File: src/rtl/poci_serializer.sv
// poci_serializer: shifts the addressed register out MSB-first on serial_out, paced by
// edges of an oversampled sclk, auto-incrementing the address after each word.
module poci_serializer #(
    parameter int DATA_WIDTH  = 8,
    parameter int STOP_CYCLES = 8,
    parameter int SYNC_STAGES = 2
) (
    input  logic                  iclk,
    input  logic                  rst,
    input  logic                  sclk,
    input  logic                  addr_valid,
    input  logic [DATA_WIDTH-1:0] addr_in,
    input  logic [DATA_WIDTH-1:0] read_data,
    output logic [DATA_WIDTH-1:0] read_addr,
    output logic                  serial_out,
    output logic                  busy,
    output logic                  byte_done
);
    localparam int BW = $clog2(DATA_WIDTH + 1);
    localparam int IW = $clog2(STOP_CYCLES + 1);
    localparam logic [BW-1:0] BIT_LAST = BW'(DATA_WIDTH - 1);
    localparam logic [IW-1:0] IDLE_MAX = IW'(STOP_CYCLES - 1);

    typedef enum logic [1:0] {IDLE, LOAD, SHIFT} state_t;

    state_t                 state;
    logic [SYNC_STAGES-1:0] sync_q;
    logic                   hist;
    logic [DATA_WIDTH-1:0]  shreg;
    logic [BW-1:0]          bit_cnt;
    logic [IW-1:0]          idle_cnt;
    logic                   sclk_s;
    logic                   rise;
    logic                   fall;
    logic                   sclk_edge;
    logic                   restart;
    logic                   timeout;

    assign sclk_s    = sync_q[SYNC_STAGES-1];
    assign rise      = sclk_s & ~hist;
    assign fall      = ~sclk_s & hist;
    assign sclk_edge = rise | fall;
    // Address 0 is the receiver's "awaiting address" value, never a real start.
    assign restart   = addr_valid && (addr_in != '0);
    assign timeout   = (state != IDLE) && !sclk_edge && (idle_cnt == IDLE_MAX);

    always_ff @(posedge iclk) begin
        if (rst) begin
            state      <= IDLE;
            sync_q     <= '0;
            hist       <= 1'b0;
            shreg      <= '0;
            bit_cnt    <= '0;
            idle_cnt   <= '0;
            read_addr  <= '0;
            serial_out <= 1'b0;
            busy       <= 1'b0;
            byte_done  <= 1'b0;
        end else begin
            sync_q    <= {sync_q[SYNC_STAGES-2:0], sclk};
            hist      <= sclk_s;
            byte_done <= 1'b0;
            if (restart) begin
                read_addr <= addr_in;
                bit_cnt   <= '0;
                idle_cnt  <= '0;
                busy      <= 1'b1;
                state     <= LOAD;
            end else if (timeout) begin
                serial_out <= 1'b0;
                idle_cnt   <= '0;
                busy       <= 1'b0;
                state      <= IDLE;
            end else begin
                if (state != IDLE)
                    idle_cnt <= sclk_edge ? '0 : (idle_cnt == IDLE_MAX ? idle_cnt : idle_cnt + 1'b1);
                case (state)
                    IDLE: begin
                        serial_out <= 1'b0;
                        busy       <= 1'b0;
                    end
                    LOAD: begin
                        serial_out <= read_data[DATA_WIDTH-1];
                        shreg      <= read_data << 1;
                        bit_cnt    <= '0;
                        state      <= SHIFT;
                    end
                    SHIFT: begin
                        // The controller samples on rise, so data only advances on fall.
                        if (fall) begin
                            if (bit_cnt == BIT_LAST) begin
                                byte_done <= 1'b1;
                                read_addr <= read_addr + 1'b1;
                                state     <= LOAD;
                            end else begin
                                serial_out <= shreg[DATA_WIDTH-1];
                                shreg      <= shreg << 1;
                                bit_cnt    <= bit_cnt + 1'b1;
                            end
                        end
                    end
                    default: state <= IDLE;
                endcase
            end
        end
    end
endmodule

File: config.mk
export PLATFORM = sky130hd
export DESIGN_NAME = poci_serializer
export DESIGN_NICKNAME = d
export VERILOG_FILES = /design/src/rtl/poci_serializer.sv
export SDC_FILE = /design/constraint.sdc
export NUM_CORES = 1
export LEC_CHECK = 0
export CAP_MARGIN = 20
export CORE_MARGIN = 5
export CORE_UTILIZATION = 35
export DETAILED_ROUTE_END_ITERATION = 6
export PLACE_DENSITY_LB_ADDON = 0.05
export SYNTH_ARGS = -nofsm -noshare
export SYNTH_HDL_FRONTEND = slang
export SYNTH_SLANG_ARGS = --single-unit
File: constraint.sdc
create_clock -name iclk -period 1.9 [get_ports iclk]
set_input_delay 0.285 -clock iclk [delete_from_list [all_inputs] [get_ports iclk]]
set_output_delay 0.285 -clock iclk [all_outputs]
set_load 0.02 [all_outputs]
### After elaboration in Yosys (flattened, before gate mapping)

Index checks and enable logic that the tools add are counted.

| cells by class | value |
|---|---|
| add/sub/neg operators | 3 |
| multipliers | 0 |
| div/mod/pow operators | 0 |
| order comparisons | 0 |
| equal/unequal tests | 14 |
| shifts and indexed selects | 0 |
| muxes and demuxes | 26 |
| bitwise gates (word level) | 10 |
| reductions and logical operators | 23 |

Operators with widths:

| operator | number |
|---|---|
| 8-bit 2-to-1 mux | 7 |
| 4-bit 2-to-1 mux | 4 |
| 8-bit case mux with 2 select lines | 1 |
| 4-bit AND reduction | 3 |
| 2-bit != test (second input constant) | 5 |
| 2-bit nonzero test | 5 |
| 1-bit 2-to-1 mux | 9 |
| 3-bit != test (second input constant) | 3 |
| 4-bit by 1-bit adder with 4-bit output (second input constant) | 2 |
| 8-bit by 1-bit adder with 8-bit output (second input constant) | 1 |
| 4-bit by 3-bit == test with 1-bit output (second input constant) | 2 |
| 4-bit != test (second input constant) | 2 |
| 4-bit case mux with 2 select lines | 1 |
| 8-bit nonzero test | 1 |
| 1-bit inverter | 7 |
| 2-bit case mux with 3 select lines | 1 |
| 3-bit AND reduction | 2 |
| 5-bit AND reduction | 1 |
| 5-bit OR reduction | 1 |
| 2-bit 2-to-1 mux | 2 |
| 4-bit nonzero test | 1 |
| 1-bit logical AND | 3 |
| 1-bit case mux with 3 select lines | 1 |
| 3-bit nonzero test | 1 |
| other kinds (9) | 10 |

| storage, ports and cells | value |
|---|---|
| register bits after elaboration | 32 |
| latch bits | 0 |
| memory bits (writable) | 0 |
| memory bits (read-only) | 0 |
| input bits | 20 |
| output and inout bits | 11 |
| word-level logic and storage cells | 87 |
| memories | 0 |

### Depth between registers and ports, before layout

| depth | value |
|---|---|
| depth in word-level cells | 8 |
| mapped depth | 8 |
| depth with buffers taken out | 6 |

### Worst setup path after synthesis

OpenSTA, ideal clock, no wires.

| timing | value |
|---|---|
| kind | reg2reg |
| start point | register sync_q[1] |
| end point | register serial_out |
| library setup time | 134 ps |
| data arrival time | 1623 ps |
| data required time | 1766 ps |
| setup slack | 143 ps |
| cell stages (with the launch flop) | 8 |
| path buffers | 1 |
| clock period less this slack | 1757 ps |
| path through | dfxtp_1 > inv_1 > ha_1 > and4b_4 > buf_6 > a221oi_1 > o311ai_1 > o41ai_2 |

| between the ends | value |
|---|---|
| word-level cells in the longest chain between the ends | 8 |
| elaborated cells between the ends (all ways) | 12 |
| those cells by class | eq/ne: 2; mux: 1; bitwise: 4; reduce/logical: 5 |

Ends and longest elaborated chain:

| element | RTL line | text |
|---|---|---|
| start: declaration | 27 | `logic [SYNC_STAGES-1:0] sync_q;` |
| start signal: assignment | 60 | `sync_q <= {sync_q[SYNC_STAGES-2:0], sclk};` |
| 1-bit inverter | 41 | `assign fall = ~sclk_s & hist;` |
| 1-bit AND | 41 |  |
| 1-bit bitwise OR | 42 | `assign sclk_edge = rise \| fall;` |
| 1-bit zero test | 45 | `assign timeout = (state != IDLE) && !sclk_edge && (idle_cnt == IDLE_MAX);` |
| 1-bit logical AND (2 in series) | 45 |  |
| 3-bit != test (no line) or 4-bit nonzero test (tied branches) | - |  |
| 4-bit AND reduction (no line) | - |  |
| end signal: assignment | 83 | `serial_out <= read_data[DATA_WIDTH-1];` |
| end signal: assignment | 96 | `serial_out <= shreg[DATA_WIDTH-1];` |
| end: declaration | 15 | `output logic serial_out,` |

Several ways; a longest one is shown, not always the timed one.
A chain may end at the register's enable or synchronous reset.

### Worst setup path after layout

| timing | value |
|---|---|
| start point | input addr_in[5] |
| end point | register serial_out |

| between the ends | value |
|---|---|
| word-level cells in the longest chain between the ends | 4 |

Ends and longest elaborated chain:

| element | RTL line | text |
|---|---|---|
| start: declaration | 12 | `input logic [DATA_WIDTH-1:0] addr_in,` |
| 8-bit nonzero test | 44 | `assign restart = addr_valid && (addr_in != '0);` |
| 1-bit logical AND | 44 |  |
| 1-bit inverter (no line) | - |  |
| 4-bit AND reduction (no line) | - |  |

No other way between the ends.

==> results by stage <==
STA:
- The clock skew after layout is 3.803 ps.
- After routing, the total negative slack on setup checks comes to 0 ps.
- At the pin with the least slew margin, the transition time is 527.7 ps.
- The hold slack is 438.4 ps.
- The final setup violation count is 0.
- The post-route fraction of the period consumed by the critical path is 0.9698.
- The achievable clock frequency is 542.7 MHz.
- The number of slew-limit violations in the final report is 0.
- After layout, the minimum clock period comes to 1843 ps.
- The headroom to the max-slew limit is 0.6453.
- The final number of hold-violating endpoints came to 0.

Power:
- Of the total power, registers draw 0.448.
- The share of total power dissipated in the clock network is 0.370.
- The areal power density over the cells is 650.3 mW/mm^2.
- The internal power of the cells totals 1.154 mW.
- The leakage power figure is 0.8604 nW.
- Of the total power, the share spent switching nets is 0.2668.
- In this run the power spent charging and discharging nets is 420.1 uW.
- Of the total power, combinational logic draws 0.182.
- The worst vdd rail ir drop is 0.0002694 V.
- Summing internal, switching and leakage power gives 1.575 mW.

Drt:
- The via density per instance is 5.317.
- Dividing the detail-routed wire length by the instance count gives 15.41 um.
- The detailed route wirelength on metal2 is 2197 um.
- The count of vias placed by the detailed router is 1,627.
- The DRC violations left is 0.
- The starting DRC count in detailed routing is 73.
- The detailed router used layers up to and including met4.
- In this run the remaining antenna-violating nets after routing total 0.
- Wires add up to 4715 um.
- Detailed routing placed a total of 159 um of wire on met3.
- The first-pass detailed-route iteration total is 4.
- The wire length on met1 is 2275 um.

Floorplanning:
- The number of top-level pins is 31.
- The die is 80.65 um tall.
- The starting density of the core is 0.3650.
- The die area is 0.006504 mm^2.
- The core footprint is 0.004786 mm^2.
- Row generation in the floorplan step produced 25 rows.
- The die width is 80.65 um.

Logic synthesis:
- In this run the mean area of a mapped cell was 9.341 um^2.
- The library cell with the largest summed area after synthesis is dfxtp_1.
- Counting flops with a built-in enable in the synthesized netlist gives 0.
- The share of synthesized registers carrying an async set or reset is 0.
- In the synthesized netlist, the cells that appear most often are 31 x dfxtp_1, 17 x nor2_1, 12 x a21oi_1.
- Yosys printed 0 warnings.
- The most frequent cell after synthesis is dfxtp_1.
- The top flip-flop cell by instance count after synthesis is dfxtp_1.
- Synthesis instantiated 46 different standard cells from the library.
- By area the synthesized netlist is led by dfxtp_1 36%, ha_1 5.0%, mux2_2 3.9%.
- The share of the synthesized area in the top cell type is 0.3553.
- The proportion of synthesized chip area in sequential cells is 0.3553.
- The netlist area before placement is 0.001747 mm^2.
- The count of state elements after synthesis is 31.
- The synthesized instance count is 187.
- The post-synthesis net count is 214.

Status:
- The flow ran to the end, and the final reports show no timing, DRC or antenna violations.

Worst setup path:
- Among all stages on the critical path, the largest delay is contributed by or4_4.
- Across all register-to-register paths, the minimum setup slack is 80 ps.
- In this run the critical register-to-register path is captured at read_addr[6].
- The depth of the most critical reg-to-reg path is 7.
- The worst setup path is captured at a register.
- The type of the setup path with the least slack is in -> reg.
- For the worst setup path, the data arrival time is 2000 ps.
- The maximum fanout along the worst path is 9.
- The type of origin of the critical path is an input pin.
- Traced cell by cell, the critical path runs through clkdlybuf4s50_1 > or4_4 > o21a_4 > o311ai_4 > o41ai_2.
- At the worst endpoint, the required time is 2060 ps.
- The largest single stage delay on the critical path is 570 ps.
- In this run the critical register-to-register path is launched from sync_q[1].

Clock tree:
- The clock root buffer is clkbuf_8.
- The longest clock path from root to sink contains 2 buffers.
- CTS saw 31 sinks.
- The number of buffers inserted during clock tree synthesis is 5.
- After clock tree synthesis, the clock-pin slew on the worst setup and hold paths is 70 ps.
- TritonCTS built the clock tree.
- CTS built an H-tree with a depth of 2.
- The source-to-sink clock delay at the later pin of the worst-skew pair is 280 ps.

Cells and area:
- The area growth from synthesis to layout is 38.61%.
- The number of inserted diodes is 0.
- The final net count is 265.
- The share of cells above drive strength 1 is 0.2469.

Min path:
- The startpoint identified for the worst hold timing path is sync_q[0].
- The worst hold path terminates at sync_q[1].
- Along the worst hold path, the cell count comes to 1.
- The type of the most critical hold path is reg -> reg.

Place:
- The congestion estimate from routability-driven global placement came to 0.7991.
- The count of buffers from port buffering is 30.
- The HPWL reported at the end of detailed placement is 3500 um.

GRT:
- The maximum number of pins on one net before global-route repair is 21.
- The initial antenna violation count is 0.
- The wire length of the first global-routing pass is 8010 um.
- For this run the aggregate overflow at the end of global routing stands at 0.
- The via count of the first global-routing pass is 1,706.
- For this run, the total global-route usage over all layers was measured as 0.1613.

Job:
- Across the run, the number of max-cap violations was 0.
## critical path: cells and delay by family
kind,cells,cell delay [ps]
AOI/OAI and AO/OA,3,720
and+or+nand+nor,1,570
buffers and inverters,1,430
## cells by family after synthesis
logic type,Yosys count,share of synthesized area
adders and majority gates,7,0.05014
AOI/OAI and AO/OA,55,0.2522
DFF,31,0.3553
muxes,7,0.04441
and+or+nand+nor,62,0.2092
buffers and inverters,19,0.05873
xor gates and xnor gates,6,0.03009
## sequential cells by signal, summed over array words and instances, names as in the netlist
signal / flops
read_addr: 8
shreg: 7
bit_cnt: 4
idle_cnt: 4
state: 2
sync_q: 2
busy: 1
byte_done: 1
hist: 1
serial_out: 1
## layout make-up
| type | count | area [um^2] |
|---|---|---|
| Multi-Input combinational cell | 137 | 1091 |
| Fill cell | 461 | 2365 |
| Clock buffer | 8 | 100.1 |
| Sequential cell | 31 | 620.6 |
| Inverter | 8 | 30.03 |
| Timing Repair Buffer | 55 | 495.5 |
| Tap cell | 67 | 83.83 |
## worst max path at each step
stage	slack, ps	start	depth (start not counted)	end
floorplan	140	sync_q[1]	7	serial_out
global placement	-280	addr_in[5]	5	serial_out
detailed placement	-310	addr_in[5]	5	serial_out
CTS	10	sync_q[1]	8	shreg[5]
global route	-0.5	sync_q[1]	8	shreg[3]
finish	60	addr_in[5]	5	serial_out
## routing by layer
layer | track usage | vias to the layer above
li1 | - | 818
met1 | 0.2047 | 767
met2 | 0.2558 | 34
met3 | 0.04260 | 8
met4 | 0.06926 | 0
met5 | 0 | -
## metrics by stage
stage / setup slack [ps] / utilization / std cells / cell area [um^2]
6_report: 57.38 / 0.5059 / 306 / 2421
3_3_place_gp: -279.0 / 0.4661 / 296 / 2231
2_1_floorplan: 142.6 / - / 187 / 1747
5_1_grt: -0.5014 / 0.5059 / 306 / 2421
4_1_cts: 11.71 / 0.4939 / 304 / 2364
3_5_place_dp: -311.8 / 0.4661 / 296 / 2231
## power groups by stage
stage          Combinational, mW  Clock, mW  Sequential, mW
2_1_floorplan              0.137          0           0.730
3_3_place_gp               0.270          0           0.718
3_5_place_dp               0.272          0           0.720
4_1_cts                    0.277      0.600           0.705
5_1_grt                    0.311      0.635           0.709
6_report                   0.286      0.583           0.706
## cell usage in the layout (no fill, tap or decap), drive strengths merged, types with 2 or more instances in the layout
master	count
ha	7
dfxtp	31
o211ai	2
inv	8
nor2b	3
and4b	2
clkdlybuf4s50	30
o31ai	4
nor4	7
o21ai	8
nand3	5
nand2	6
nand4	7
nor3	6
xnor2	5
buf	25
mux2	6
a21oi	12
nand4b	2
a21o	2
clkbuf	8
a2111oi	3
nor2	17
a211oi	10
or4	5
a31oi	6
## what timing repair did
item | in CTS | in global routing
pin swaps | 0 | 2
setup endpoints to repair | 2 | 18
hold buffers | 0 | 0
resized for setup | 5 | 6
buffers inserted | 0 | 2
(Power assumes the default switching activity.)
